<file path="src/rtl/noc_inject_arbiter_pkg.sv">
// Shared definitions for the NoC injection arbiter: state encoding, default
// widths from the NoC parameter header, and flit field placement helpers.
package noc_inject_arbiter_pkg;

  localparam int unsigned DEF_NUM_REQ         = 4;
  localparam int unsigned DEF_FLIT_DATA_WIDTH = 64;
  localparam int unsigned DEF_DEST_BITS       = 5;
  localparam int unsigned DEF_VC_BITS         = 2;
  localparam int unsigned DEF_TX_VC           = 0;
  localparam int unsigned DEF_CREDIT_INIT     = 16;
  localparam int unsigned DEF_CNT_BITS        = 5;
  localparam int unsigned GRANT_BITS          = 3;

  typedef enum logic [1:0] {
    IDLE = 2'd0,
    SEND = 2'd1
  } arb_state_e;

  // Flit word layout, MSB first: {valid, tail, dest, vc, data}
  function automatic int unsigned vc_lsb(input int unsigned data_w);
    return data_w;
  endfunction

  function automatic int unsigned dest_lsb(input int unsigned data_w, input int unsigned vc_w);
    return data_w + vc_w;
  endfunction

  function automatic int unsigned tail_pos(input int unsigned data_w, input int unsigned vc_w,
                                           input int unsigned dest_w);
    return data_w + vc_w + dest_w;
  endfunction

  function automatic int unsigned valid_pos(input int unsigned data_w, input int unsigned vc_w,
                                            input int unsigned dest_w);
    return data_w + vc_w + dest_w + 1;
  endfunction

  function automatic int unsigned credit_valid_pos(input int unsigned vc_w);
    return vc_w;
  endfunction

endpackage

</file>
<file path="src/rtl/noc_inject_arbiter_rr_pick.sv">
// Combinational round-robin search: first set request at or above ptr, with wrap.
module rr_pick
  import noc_inject_arbiter_pkg::*;
#(
  parameter int unsigned NUM_REQ  = DEF_NUM_REQ,
  parameter int unsigned IDX_BITS = GRANT_BITS
) (
  input  logic [NUM_REQ-1:0]  req,
  input  logic [IDX_BITS-1:0] ptr,
  output logic [IDX_BITS-1:0] idx,
  output logic                found
);

  int unsigned ptr_i;

  always_comb begin
    found = 1'b0;
    idx   = '0;
    ptr_i = 32'(ptr);
    for (int unsigned k = 0; k < NUM_REQ; k++) begin
      for (int unsigned j = 0; j < NUM_REQ; j++) begin
        if (!found && req[j] && (j == ((ptr_i + k) % NUM_REQ))) begin
          found = 1'b1;
          idx   = IDX_BITS'(j);
        end
      end
    end
  end

endmodule

</file>
<file path="src/rtl/noc_inject_arbiter.sv">
// Packet-atomic round-robin arbiter sharing one NoC send port; owns the port credits.
// Optional macro ARB_PRIO0_EN gives requester 0 strict priority at arbitration.
module noc_inject_arbiter
  import noc_inject_arbiter_pkg::*;
#(
  parameter int unsigned NUM_REQ         = DEF_NUM_REQ,
  parameter int unsigned FLIT_DATA_WIDTH = DEF_FLIT_DATA_WIDTH,
  parameter int unsigned DEST_BITS       = DEF_DEST_BITS,
  parameter int unsigned VC_BITS         = DEF_VC_BITS,
  parameter int unsigned TX_VC           = DEF_TX_VC,
  parameter int unsigned CREDIT_INIT     = DEF_CREDIT_INIT,
  parameter int unsigned CNT_BITS        = DEF_CNT_BITS
) (
  input  logic                                      sys_clk,
  input  logic                                      reset,
  input  logic [NUM_REQ-1:0]                        req_valid,
  input  logic [NUM_REQ-1:0]                        req_tail,
  input  logic [NUM_REQ*DEST_BITS-1:0]              req_dest,
  input  logic [NUM_REQ*FLIT_DATA_WIDTH-1:0]        req_data,
  output logic [NUM_REQ-1:0]                        req_ready,
  output logic [2+FLIT_DATA_WIDTH+DEST_BITS+VC_BITS-1:0] putFlit,
  output logic                                      EN_putFlit,
  input  logic [VC_BITS:0]                          getCredits,
  output logic                                      EN_getCredits,
  output logic [2:0]                                grant_id,
  output logic                                      busy,
  output logic                                      credit_err
);

  localparam int unsigned FLIT_W         = 2 + FLIT_DATA_WIDTH + DEST_BITS + VC_BITS;
  localparam int unsigned VALID_POS      = valid_pos(FLIT_DATA_WIDTH, VC_BITS, DEST_BITS);
  localparam int unsigned TAIL_POS       = tail_pos(FLIT_DATA_WIDTH, VC_BITS, DEST_BITS);
  localparam int unsigned DEST_LSB       = dest_lsb(FLIT_DATA_WIDTH, VC_BITS);
  localparam int unsigned VC_LSB         = vc_lsb(FLIT_DATA_WIDTH);
  localparam int unsigned CRED_VALID_POS = credit_valid_pos(VC_BITS);

  arb_state_e                 state_q, state_d;
  logic [GRANT_BITS-1:0]      grant_q, grant_d;
  logic [GRANT_BITS-1:0]      rr_ptr_q, rr_ptr_d;
  logic [CNT_BITS-1:0]        credits_q, credits_d;
  logic [FLIT_W-1:0]          flit_q, flit_d;
  logic                       en_q, en_d;
  logic                       cerr_q, cerr_d;

  logic [NUM_REQ-1:0]         pick_req;
  logic [GRANT_BITS-1:0]      pick_idx, arb_idx;
  logic                       pick_found, arb_found;
  logic                       cur_valid, cur_tail, accept, credit_in;
  logic [DEST_BITS-1:0]       cur_dest;
  logic [FLIT_DATA_WIDTH-1:0] cur_data;
  logic                       unused_cred_vc;

  rr_pick #(
    .NUM_REQ  (NUM_REQ),
    .IDX_BITS (GRANT_BITS)
  ) u_rr_pick (
    .req   (pick_req),
    .ptr   (rr_ptr_q),
    .idx   (pick_idx),
    .found (pick_found)
  );

`ifdef ARB_PRIO0_EN
  // Requester 0 bypasses the rotating search; the others still round-robin.
  assign pick_req = {req_valid[NUM_REQ-1:1], 1'b0};

  always_comb begin
    arb_found = pick_found;
    arb_idx   = pick_idx;
    if (req_valid[0]) begin
      arb_found = 1'b1;
      arb_idx   = '0;
    end
  end
`else
  assign pick_req  = req_valid;
  assign arb_found = pick_found;
  assign arb_idx   = pick_idx;
`endif

  assign credit_in      = getCredits[CRED_VALID_POS];
  assign unused_cred_vc = ^getCredits[VC_BITS-1:0];

  always_comb begin
    cur_valid = 1'b0;
    cur_tail  = 1'b0;
    cur_dest  = '0;
    cur_data  = '0;
    req_ready = '0;
    for (int unsigned i = 0; i < NUM_REQ; i++) begin
      if (grant_q == GRANT_BITS'(i)) begin
        cur_valid    = req_valid[i];
        cur_tail     = req_tail[i];
        cur_dest     = req_dest[i*DEST_BITS +: DEST_BITS];
        cur_data     = req_data[i*FLIT_DATA_WIDTH +: FLIT_DATA_WIDTH];
        req_ready[i] = (state_q == SEND) && (credits_q != '0);
      end
    end
  end

  always_comb begin
    state_d   = state_q;
    grant_d   = grant_q;
    rr_ptr_d  = rr_ptr_q;
    credits_d = credits_q;
    cerr_d    = cerr_q;
    en_d      = 1'b0;
    flit_d    = '0;
    accept    = (state_q == SEND) && cur_valid && (credits_q != '0);

    case (state_q)
      IDLE: begin
        if (arb_found) begin
          grant_d = arb_idx;
          state_d = SEND;
        end
      end
      SEND: begin
        if (accept && cur_tail) begin
          rr_ptr_d = (grant_q == GRANT_BITS'(NUM_REQ - 1)) ? '0 : grant_q + GRANT_BITS'(1);
          state_d  = IDLE;
        end
      end
      default: state_d = IDLE;
    endcase

    if (accept) begin
      en_d                                  = 1'b1;
      flit_d[VALID_POS]                     = 1'b1;
      flit_d[TAIL_POS]                      = cur_tail;
      flit_d[DEST_LSB +: DEST_BITS]         = cur_dest;
      flit_d[VC_LSB +: VC_BITS]             = VC_BITS'(TX_VC);
      flit_d[0 +: FLIT_DATA_WIDTH]          = cur_data;
    end

    // A simultaneous accept and credit return cancel out.
    if (accept && !credit_in) begin
      credits_d = credits_q - CNT_BITS'(1);
    end else if (credit_in && !accept) begin
      if (credits_q == CNT_BITS'(CREDIT_INIT)) begin
        cerr_d = 1'b1;
      end else begin
        credits_d = credits_q + CNT_BITS'(1);
      end
    end
  end

  always_ff @(posedge sys_clk) begin
    if (reset) begin
      state_q   <= IDLE;
      grant_q   <= '0;
      rr_ptr_q  <= '0;
      credits_q <= CNT_BITS'(CREDIT_INIT);
      flit_q    <= '0;
      en_q      <= 1'b0;
      cerr_q    <= 1'b0;
    end else begin
      state_q   <= state_d;
      grant_q   <= grant_d;
      rr_ptr_q  <= rr_ptr_d;
      credits_q <= credits_d;
      flit_q    <= flit_d;
      en_q      <= en_d;
      cerr_q    <= cerr_d;
    end
  end

  assign putFlit       = flit_q;
  assign EN_putFlit    = en_q;
  assign EN_getCredits = 1'b1;
  assign grant_id      = grant_q;
  assign busy          = (state_q == SEND);
  assign credit_err    = cerr_q;

endmodule

</file>
<file path="config.mk">
export PLATFORM = sky130hd
export DESIGN_NAME = noc_inject_arbiter
export DESIGN_NICKNAME = d
export VERILOG_FILES = /design/src/rtl/noc_inject_arbiter_pkg.sv /design/src/rtl/noc_inject_arbiter_rr_pick.sv /design/src/rtl/noc_inject_arbiter.sv
export SDC_FILE = /design/constraint.sdc
export NUM_CORES = 1
export LEC_CHECK = 0
export CORE_AREA = 8 8 137 139
export CTS_CLUSTER_SIZE = 28
export DETAILED_ROUTE_END_ITERATION = 12
export DIE_AREA = 0 0 145 147
export GPL_TIMING_DRIVEN = 0
export HOLD_SLACK_MARGIN = 0.15
export PLACE_DENSITY_LB_ADDON = 0.1
export SYNTH_ARGS = -nofsm -noshare
export SYNTH_HDL_FRONTEND = slang
export SYNTH_SLANG_ARGS = --single-unit
</file>
<file path="constraint.sdc">
create_clock -name sys_clk -period 3.7 [get_ports sys_clk]
set_clock_uncertainty 0.2 [all_clocks]
set_input_delay 0.37 -clock sys_clk [delete_from_list [all_inputs] [get_ports sys_clk]]
set_output_delay 0.37 -clock sys_clk [all_outputs]
set_load 0.005 [all_outputs]
</file>
Word level (Yosys, flattened, before mapping)
Index checks and enable logic that the tools add are counted.
W data, S select, Z words.
{"block": "totals", "register_bits": 86, "n_memories": 0, "input_bits": 289, "latchBits": 0, "ram_bits": 0, "elab_cells": 164, "out_inout_bits": 84, "mem_bits_ro": 0}
{"block": "op_classes", "shifts": 0, "n_bitwise": 2, "n_mul": 0, "n_reduce_logical": 68, "eq_ne": 20, "n_mux": 60, "div": 0, "add_sub_neg": 6, "order_cmp": 0}
{"op": "$mux W64", "count": 4}
{"op": "$logic_not A32 Y1", "count": 4}
{"op": "$mux W73", "count": 1}
{"op": "$logic_and A1 B1 Y1", "count": 37}
{"op": "$mux W5", "count": 7}
{"op": "$mux W2", "count": 17}
{"op": "$mux W1", "count": 30}
{"op": "$logic_not A1 Y1", "count": 17}
{"op": "$eq A2 B2 Y1 const A", "count": 8}
{"op": "$eq A1 B2 Y1 const A", "count": 4}
{"op": "$reduce_and A2 Y1", "count": 4}
{"op": "$add A5 B1 Y5 const B", "count": 1}
{"op": "$eq A5 B5 Y1 const B", "count": 1}
{"op": "$reduce_bool A5 Y1", "count": 1}
{"op": "$sub A5 B1 Y5 const B", "count": 1}
{"op": "$add A2 B1 Y2 const B", "count": 2}
{"op": "$add A2 B2 Y2 const B", "count": 2}
{"op": "$eq A2 B1 Y1 const B", "count": 2}
{"op": "$eq A2 B2 Y1 const B", "count": 2}
{"op": "$ne A2 B2 Y1 const B", "count": 2}
{"op": "$pmux W2 S2", "count": 1}
{"op": "$logic_not A3 Y1", "count": 1}
{"op": "$reduce_and A3 Y1", "count": 1}
{"op": "$logic_not A2 Y1", "count": 1}
{"op": "other kinds (4)", "count": 5}

Logic depth before layout (Yosys ltp)
Gate-level depths: netlist of run 1.
{"block": "depth", "depth_word": 65, "depth_mapped": 14, "depth_no_buf": 13}

Cells and area by module
From an unflattened synthesis of run 1, not the netlist that was laid out.
{"block": "hier_totals", "cells_unflattened": 538, "area_unflattened_um2": 4854.7}
{"module": "noc_inject_arbiter", "seq_area_each_um2": 1681.6, "cells_each": 525, "n_inst": 1, "area_each_um2": 4774.6}
{"module": "rr_pick", "seq_area_each_um2": 0.0, "cells_each": 13, "n_inst": 1, "area_each_um2": 80.1}

Worst setup path after synthesis of run 1
Ideal clock, no wire load.
{"block": "synth_timing", "kind": "reg2reg", "from": "reg grant_q[1], in the netlist grant_id[1]", "to": "reg credits_q[4]", "arrival_time_ns": 2.780, "path_stages_with_launch": 13, "n_path_buf": 0, "setup_ns": 0.125, "setup_slack_ns": 0.595, "synth_period_minus_slack_ns": 3.105, "required_ns": 3.375, "cell_sequence": "dfxtp_1 inv_1 ha_1 and3b_1 a21oi_1 a211oi_4 ha_1 ha_1 nor2b_1 o21a_1 or3_1 a311oi_1 a21oi_1"}
{"block": "synth_between", "elab_chain_len": 11, "elab_cells_between_ends": 17, "classes_between": "4 x eq/ne; 5 x mux; 8 x reduce/logical"}
{"item": "from (decl)", "line_no": "noc_inject_arbiter.sv:38", "text": "logic [GRANT_BITS-1:0] grant_q, grant_d;"}
{"item": "from (signal assigned)", "line_no": "noc_inject_arbiter.sv:159", "text": "grant_q <= grant_d;"}
{"item": "$logic_not A3 Y1", "line_no": "noc_inject_arbiter.sv:91", "text": "if (grant_q == GRANT_BITS'(i)) begin"}
{"item": "$mux W1 (3 in a row)", "line_no": "noc_inject_arbiter.sv:91"}
{"item": "$mux W1 (*)", "line_no": "noc_inject_arbiter.sv:91"}
{"item": "$logic_and A1 B1 Y1 (*) (2 in a row)", "line_no": "noc_inject_arbiter.sv:109", "text": "accept = (state_q == SEND) && cur_valid && (credits_q != '0);"}
{"item": "via accept", "line_no": "noc_inject_arbiter.sv:48", "text": "logic cur_valid, cur_tail, accept, credit_in;"}
{"item": "$logic_not A1 Y1", "line_no": "noc_inject_arbiter.sv:139", "text": "end else if (credit_in && !accept) begin"}
{"item": "$logic_and A1 B1 Y1", "line_no": "noc_inject_arbiter.sv:139"}
{"item": "$reduce_bool A2 Y1 (no source line)"}
{"item": "$reduce_and A2 Y1 (no source line)"}
{"item": "to (signal assigned)", "line_no": "noc_inject_arbiter.sv:153", "text": "credits_q <= CNT_BITS'(CREDIT_INIT);"}
{"item": "to (signal assigned)", "line_no": "noc_inject_arbiter.sv:161", "text": "credits_q <= credits_d;"}
{"item": "to (decl)", "line_no": "noc_inject_arbiter.sv:40", "text": "logic [CNT_BITS-1:0] credits_q, credits_d;"}
The timed path passes the listed nets; every way through them passes the cells marked *.
A chain may end at the register's enable or synchronous reset.

Worst setup path after layout of run 1
{"block": "layout_timing", "from": "reg grant_q[0], in the netlist grant_id[0]", "to": "reg credits_q[4]"}
Same word-level chain as after synthesis.

==> metrics.md, run 1 <==
| Metric | Value |
|---|---|
| Worst hold slack | `around 0.29 ns` |
| Worst min-delay path category | `reg2reg` |
| Number of max-cap violations | `0` |
| P_leak | `roughly 0.0033 uW` |
| Worst setup EP type | `register` |
| Top_reg_cell synth | `dfxtp_1` |
| Vias | `6549` |
| Fmax | `292.6 MHz` |
| Critical Path Start | `grant_id[0]` |
| Post-synth cell types | `41` |
| Worst Hold Launch | `credit_err` |
| Total iterations of the first detailed-routing run | `5` |
| Synth top area cells | `dfxtp_1, a21oi_1, nand2_1, nand3b_1, nor2b_1` |
| Chip width | `145 um` |
| Async SR Flop Fraction | `0%` |
| Synthesized flop and latch total | `82` |
| Die area | `21320 sq um` |
| Crit path cell chain | `inv_1 > ha_1 > clkbuf_1 > nand2b_1 > o22ai_1 > a211oi_4 > ha_2 > ha_1 > nor2b_1 > o21a_1 > or3_1 > a311oi_1 > a21oi_1` |
| Part of the cycle the worst path needs | `92.38%` |
| First-pass GRT wire length | `between 30 and 40 mm` |
| # rows | `48` |
| Slowest cell on the critical path | `dfxtp_1` |
| Placeable Area | `16760 sq um` |
| Vias/cell | `approximately 5` |
| CTS H-tree depth | `3` |
| Register area | `approximately 1600 sq um` |
| FF-to-FF Start | `grant_id[0]` |
| DP HPWL | `~21 mm` |
| Initial detailed-routing violation count | `approximately 300` |
| Share of cells above drive strength 1 | `under 10%` |
| Synth top area share | `32.36%` |
| PortBufs | `366` |
| Total Wirelength | `about 26 mm` |
| Crit Path Category | `reg2reg` |
| Remaining DRCs | `0` |
| Largest net degree at the start of global routing | `14` |
| Worst EP required | `about 3.7 ns` |
| Final antenna-violating net count | `0` |
| Yosys top cell by area | `dfxtp_1` |
| TritonCTS buffer count | `9` |
| IO Pins | `373` |
| Longest Clk Path Bufs | `2` |
| Fin crit period | `between 3 and 4 ns` |
| Clock sink count | `slightly above 80` |
| # setup viols final | `0` |
| Area of the multi-input gates | `3112 sq um` |
| Initial antenna violation count | `2` |
| CP dominant cell by count | `ha_1` |
| Synth Instances | `a little over 700` |
| Synth-to-layout area growth | `84.81%` |
| Synth Cell Area | `between 5000 and 6000 sq um` |
| Filler instances | `around 1600` |
| GP Congestion | `about 0.9` |
| DR WL/cell | `19.43 um` |
| Post-synth EDFFs | `0` |
| Maximum VDD drop | `approximately 0.25 mV` |
| Nets@finish | `approximately 1400` |
| Initial core utilization | `between 30% and 40%` |
| Buf/Inv on CP | `2` |
| Final hold violation count | `0` |
| Family with the most delay on the worst path | `compound AO/OA/AOI/OAI gates` |
| Clk_lat worst skew | `0.34 ns` |
| Syn Area/Cell | `6.979 sq um` |
| Clock slew at reported path FFs | `around 0.06 ns` |
| Vias in the first global route | `roughly 6700` |
| Relative slew margins | `between 60% and 70%` |
| CP Max Fanout | `7` |
| Status | `complete, no violations` |
| Global Route Usage Sum | `23.50%` |
| Highest cell delay on the worst timing path | `about 0.48 ns` |
| RSZ-0062 raised after global routing | `false` |
| Syn. warnings | `0` |
| Worst Path Arrival | `about 3.4 ns` |
| CTS tree | `yes` |
| Die Span Y | `approximately 150 um` |
| GR Overflow Total | `0` |
| Final Max Tran Viols | `0` |
| Power density over cell area | `roughly 330 nW/um^2` |
| Register area share after synthesis | `between 30% and 40%` |
| Worst Tran Pin Value | `roughly 0.59 ns` |
| Clock Tree Root | `clkbuf_16` |
| Fin Setup TNS | `0 ns` |
| Worst setup SP type | `register` |
-- cell usage in the layout, fill, tap and decap left out, types with 3 or more instances in the layout --
cell type	netlist	routed
clkdlybuf4s50_1	0	366
a21oi_1	143	143
nand2_1	137	137
dfxtp_1	82	82
nor2b_1	73	73
o21ai_0	69	69
nand3b_1	65	65
clkbuf_1	39	40
nor2_1	17	17
buf_2	15	15
inv_1	12	12
clkbuf_16	0	9
nor3_1	8	8
ha_1	9	8
buf_4	5	8
buf_1	7	7
and2_1	4	4
a221oi_1	4	4
conb_1	2	4
o22ai_1	3	3
a31oi_1	3	3
a211oi_1	3	3
xnor2_1	3	3
-- through the flow --
step / total power [uW] / cell area [sq um] / setup slack (ns) / cells / util (%)
3_5_place_dp: 2147 / 9026 / 0.04886 / 1320 / 53.87
6_report: 3114 / 9376 / 0.2818 / 1341 / 55.96
2_1_floorplan: 1555 / 5081 / 0.5947 / 729 / -
5_1_grt: 3320 / 9376 / 0.05723 / 1341 / 55.96
4_1_cts: 3144 / 9346 / 0.1667 / 1336 / 55.78
3_3_place_gp: 2140 / 9026 / 0.07488 / 1320 / 53.87
-- worst min-delay path, cell delays in order (launching register included) --
cell     delay, ns
dfxtp_1       0.34
a31oi_1       0.04
nor2_1        0.07
-- area by class of cell --
type | count | share of cell area (%)
multi-input combinational | 569 | 33.19
clock buffer | 11 | 2.589
sequential | 82 | 17.51
antenna | 2 | 0.05338
inverter | 12 | 0.4804
buffer | 66 | 3.042
timing repair buffer | 369 | 39.31
tap | 225 | 3.002
clock inverter | 5 | 0.8273
-- state kept, by name (all words and copies together) (netlist names) --
name and flops:
grant_id 2, state_q 1, credit_err 1, putFlit 70, EN_putFlit 1, credits_q 5
rr_ptr_q 2
-- path summary, 6_finish.rpt --
path | end | slack (ns) | cells after the start
max reg2reg | credits_q[4] | 0.28 | 13
max | credits_q[4] | 0.28 | 13
min | credit_err | 0.29 | 2
min reg2reg | credit_err | 0.29 | 2
-- repair_timing --
| action | in CTS | in global routing |
|---|---|---|
| resized for setup | 0 | 1 |
| hold endpoints to repair | 0 | 0 |
| hold buffers | 0 | 0 |
| endpoints found under the setup margin | 0 | 1 |
| setup buffers | 0 | 3 |
-- per-layer routing --
layer | share of wire [%] | global-route usage (%)
met1 | 40 | 26.59
met2 | 48 | 40.44
met3 | 8.4 | 7.167
met4 | 3.4 | 9.679
met5 | 0 | 0
-- where the power goes --
part,internal (uW),switching (uW),leakage [uW]
registers,941,36.5,0.000665
logic,645,510,0.00248
clock network,608,374,0.000156
-- cells in the mapped netlist, drive strengths merged (3+ instances only) --
| library cell | n |
|---|---|
| nand3b | 65 |
| dfxtp | 82 |
| o22ai | 3 |
| buf | 27 |
| inv | 12 |
| nor2b | 73 |
| a211oi | 4 |
| o21ai | 70 |
| nand2b | 3 |
| and2 | 4 |
| nor3 | 8 |
| xnor2 | 3 |
| ha | 9 |
| nand2 | 137 |
| clkbuf | 39 |
| a31oi | 3 |
| a21oi | 143 |
| nor2 | 17 |
| a221oi | 4 |
-- cells by family (layout without fill, tap and decap cells) --
group	count (synthesis)	count (layout)	share of synthesized area, %
other	2	6	0.1480
adders and majority gates	10	10	2.614
DFF	82	82	32.36
and+or+nand+nor	315	315	32.87
AOI/OAI and AO/OA	236	236	24.76
xor gates and xnor gates	3	3	0.5180
muxes	1	1	0.2219
buffers and inverters	78	463	6.511
Power figures use the tool's default switching activity.
==> inputs of run 2 (changes only) <==
- CORE_AREA: 8 8 137 139 -> 4 4 141 143
- TNS_END_PERCENT: unset -> 100
==> metrics.md, run 2 (synthesis results as in run 1) <==
| Metric | Value |
|---|---|
| Worst Hold Launch | `credits_q[2]` |
| Fin Setup TNS | `0 ns` |
| Final Max Tran Viols | `0` |
| Share of cells above drive strength 1 | `around 3.5%` |
| Initial antenna violation count | `2` |
| DP Area | `between 9000 and 10000 sq um` |
| FF-to-FF Start | `grant_id[0]` |
| Reg2reg end | `credits_q[4]` |
| Fin crit period | `about 3.4 ns` |
| Worst slack at placement | `slightly above 0.07 ns` |
| Crit path cell chain | `ha_1 > buf_2 > clkbuf_1 > buf_2 > and2_1 > clkdlybuf4s50_1` |
| Final antenna-violating net count | `0` |
| CTS tree | `yes` |
| Cell-internal power | `approximately 2100 uW` |
| First-pass GRT wire length | `between 30 and 40 mm` |
| RSZ-0062 raised after global routing | `false` |
| Number of max-cap violations | `0` |
| CTS H-tree depth | `3` |
| Max reg flops | `70` |
| Critical Path Start | `grant_id[0]` |
| GP Congestion | `0.8453` |
| Total Wirelength | `around 25 mm` |
| Worst Path Arrival | `between 2 and 3 ns` |
| Die area | `about 21000 sq um` |
| Status | `complete, no violations` |
| Initial core utilization | `approximately 27%` |
| Clock Tree Root | `clkbuf_16` |
| CP Max Fanout | `10` |
| Final hold violation count | `0` |
| # rows | `50` |
| Internal reg-to-reg setup slack | `0.30 ns` |
| Psw | `919.1 uW` |
| DP HPWL | `~20 mm` |
| Worst min-delay path category | `reg2reg` |
| Clock power share | `29.2%` |
| GR Overflow Total | `0` |
| Worst setup path end | `req_ready[1]` |
| Nets@finish | `1406` |
| WHS Path Cells | `2` |
| Clk_lat worst skew | `between 0.3 and 0.4 ns` |
| Clock sink count | `approximately 80` |
| Buf/Inv on CP | `4` |
| Largest net degree at the start of global routing | `13` |
| Initial detailed-routing violation count | `~320` |
| TritonCTS buffer count | `9` |
| Chip width | `between 100 and 150 um` |
| Relative slew margins | `54.97%` |
| Most frequent cells in the layout | `clkdlybuf4s50_1, a21oi_1, nand2_1, dfxtp_1, nor2b_1` |
| Fmax | `293.7 MHz` |
| Worst setup slack after layout | `between 0.2 and 0.3 ns` |
| Vias/cell | `4.763` |
| Global Route Usage Sum | `about 22%` |
| Worst hold slack | `around 0.29 ns` |
| Switching power share of the total | `between 30% and 40%` |
| IO Pins | `373` |
| # setup viols final | `0` |
| DR WL/cell | `roughly 18 um` |
| Placeable Area | `roughly 19000 sq um` |
| Worst Tran Pin Value | `0.6754 ns` |
| Vias in the first global route | `between 6000 and 7000` |
| PortBufs | `around 370` |
| Remaining DRCs | `0` |
| Fin area | `just over 9000 sq um` |
| Vias | `roughly 6400` |
| Maximum VDD drop | `roughly 0.2 mV` |
| Finished Layout Cells | `between 1000 and 1500` |
| Slowest cell on the critical path | `clkdlybuf4s50_1` |
| Highest cell delay on the worst timing path | `between 0.4 and 0.5 ns` |
| Seq pwr share | `32.4%` |
| Longest Clk Path Bufs | `2` |
| Placed cells | `approximately 1300` |
| CP Depth | `6` |
| Crit Path Category | `reg2out` |
| Clock slew at reported path FFs | `around 0.060 ns` |
| CP dominant cell by count | `buf_2` |
| Family with the most delay on the worst path | `buffers and inverters` |
| Power density over cell area | `around 320 nW/um^2` |
| Worst reg2reg path depth | `13` |
| Part of the cycle the worst path needs | `between 90% and 100%` |
| Combinational power share | `38.4%` |
| Worst setup EP type | `output pin` |
| Worst EP required | `between 3 and 4 ns` |
| Most common cell after layout, fill and taps aside | `clkdlybuf4s50_1` |
| Synth-to-layout area growth | `83.90%` |
| Total iterations of the first detailed-routing run | `4` |
| Worst setup SP type | `register` |
| Die Span Y | `147 um` |
| P_leak | `approximately 0.0033 uW` |
run 2: cell count changes in the layout (fill, tap and decap cells not counted):
| cell | before | now |
|---|---|---|
| buf_4 | 8 | 6 |
| bufinv_16 | 2 | 1 |
| clkbuf_1 | 40 | 41 |
| clkbuf_8 | 1 | 0 |
| clkinv_2 | 2 | 1 |
| diode_2 | 2 | 3 |
run 2: worst min-delay path by stage:
| stage | to | slack [ns] |
|---|---|---|
| after floorplan | credits_q[3] | 0.26 |
| after global placement | credits_q[2] | 0.28 |
| after CTS | credits_q[2] | 0.30 |
| after global routing | credits_q[3] | 0.33 |
| final | credits_q[2] | 0.29 |
| after detailed placement | credits_q[2] | 0.29 |
run 2: final cells by class:
class | count | area, sq um
Fill cell | 1883 | 9250
Timing Repair Buffer | 367 | 3671
Multi-Input combinational cell | 569 | 3112
Sequential cell | 82 | 1642
Tap cell | 234 | 292.8
Buffer | 66 | 285.3
Clock buffer | 11 | 232.7
Inverter | 12 | 45.04
Clock inverter | 3 | 42.54
Antenna cell | 3 | 7.507
run 2: per-layer routing:
metal	part of all wire, %	wire, um	global-route usage, %
met1	41	10220	26.36
met2	50	12240	39.41
met3	7.3	1805	6.076
met4	1.8	446	6.271
met5	0	0	0
run 2: stage by stage:
step           power (uW)  util [%]
4_1_cts              3054     50.12
3_5_place_dp         2158     48.64
6_report             3019     50.22
5_1_grt              3205     50.20
2_1_floorplan        1555         -
3_3_place_gp         2152     48.64
run 2: worst reg2reg max path, delay by kind of cell (launching register included):
kind	cells	cell delay (ns)
AO/OA/AOI/OAI	5	0.94
adder cells (fa/ha/maj)	3	0.79
buffers and inverters	2	0.28
flip-flops	1	0.47
AND/OR/NAND/NOR	3	0.59
run 2: repair_timing:
item                                    in CTS  in global routing
hold buffers                                 0                  0
endpoints found under the setup margin       0                  1
buffers inserted                             0                  1
resized for setup                            0                  1
endpoints found under the hold margin        0                  0
run 2: power by group through the flow:
stage / registers, uW / logic [uW] / clock network [uW]
2_1_floorplan: 995 / 560 / 0
3_3_place_gp: 995 / 1160 / 0
3_5_place_dp: 996 / 1160 / 0
4_1_cts: 978 / 1170 / 907
5_1_grt: 985 / 1280 / 939
6_report: 978 / 1160 / 882
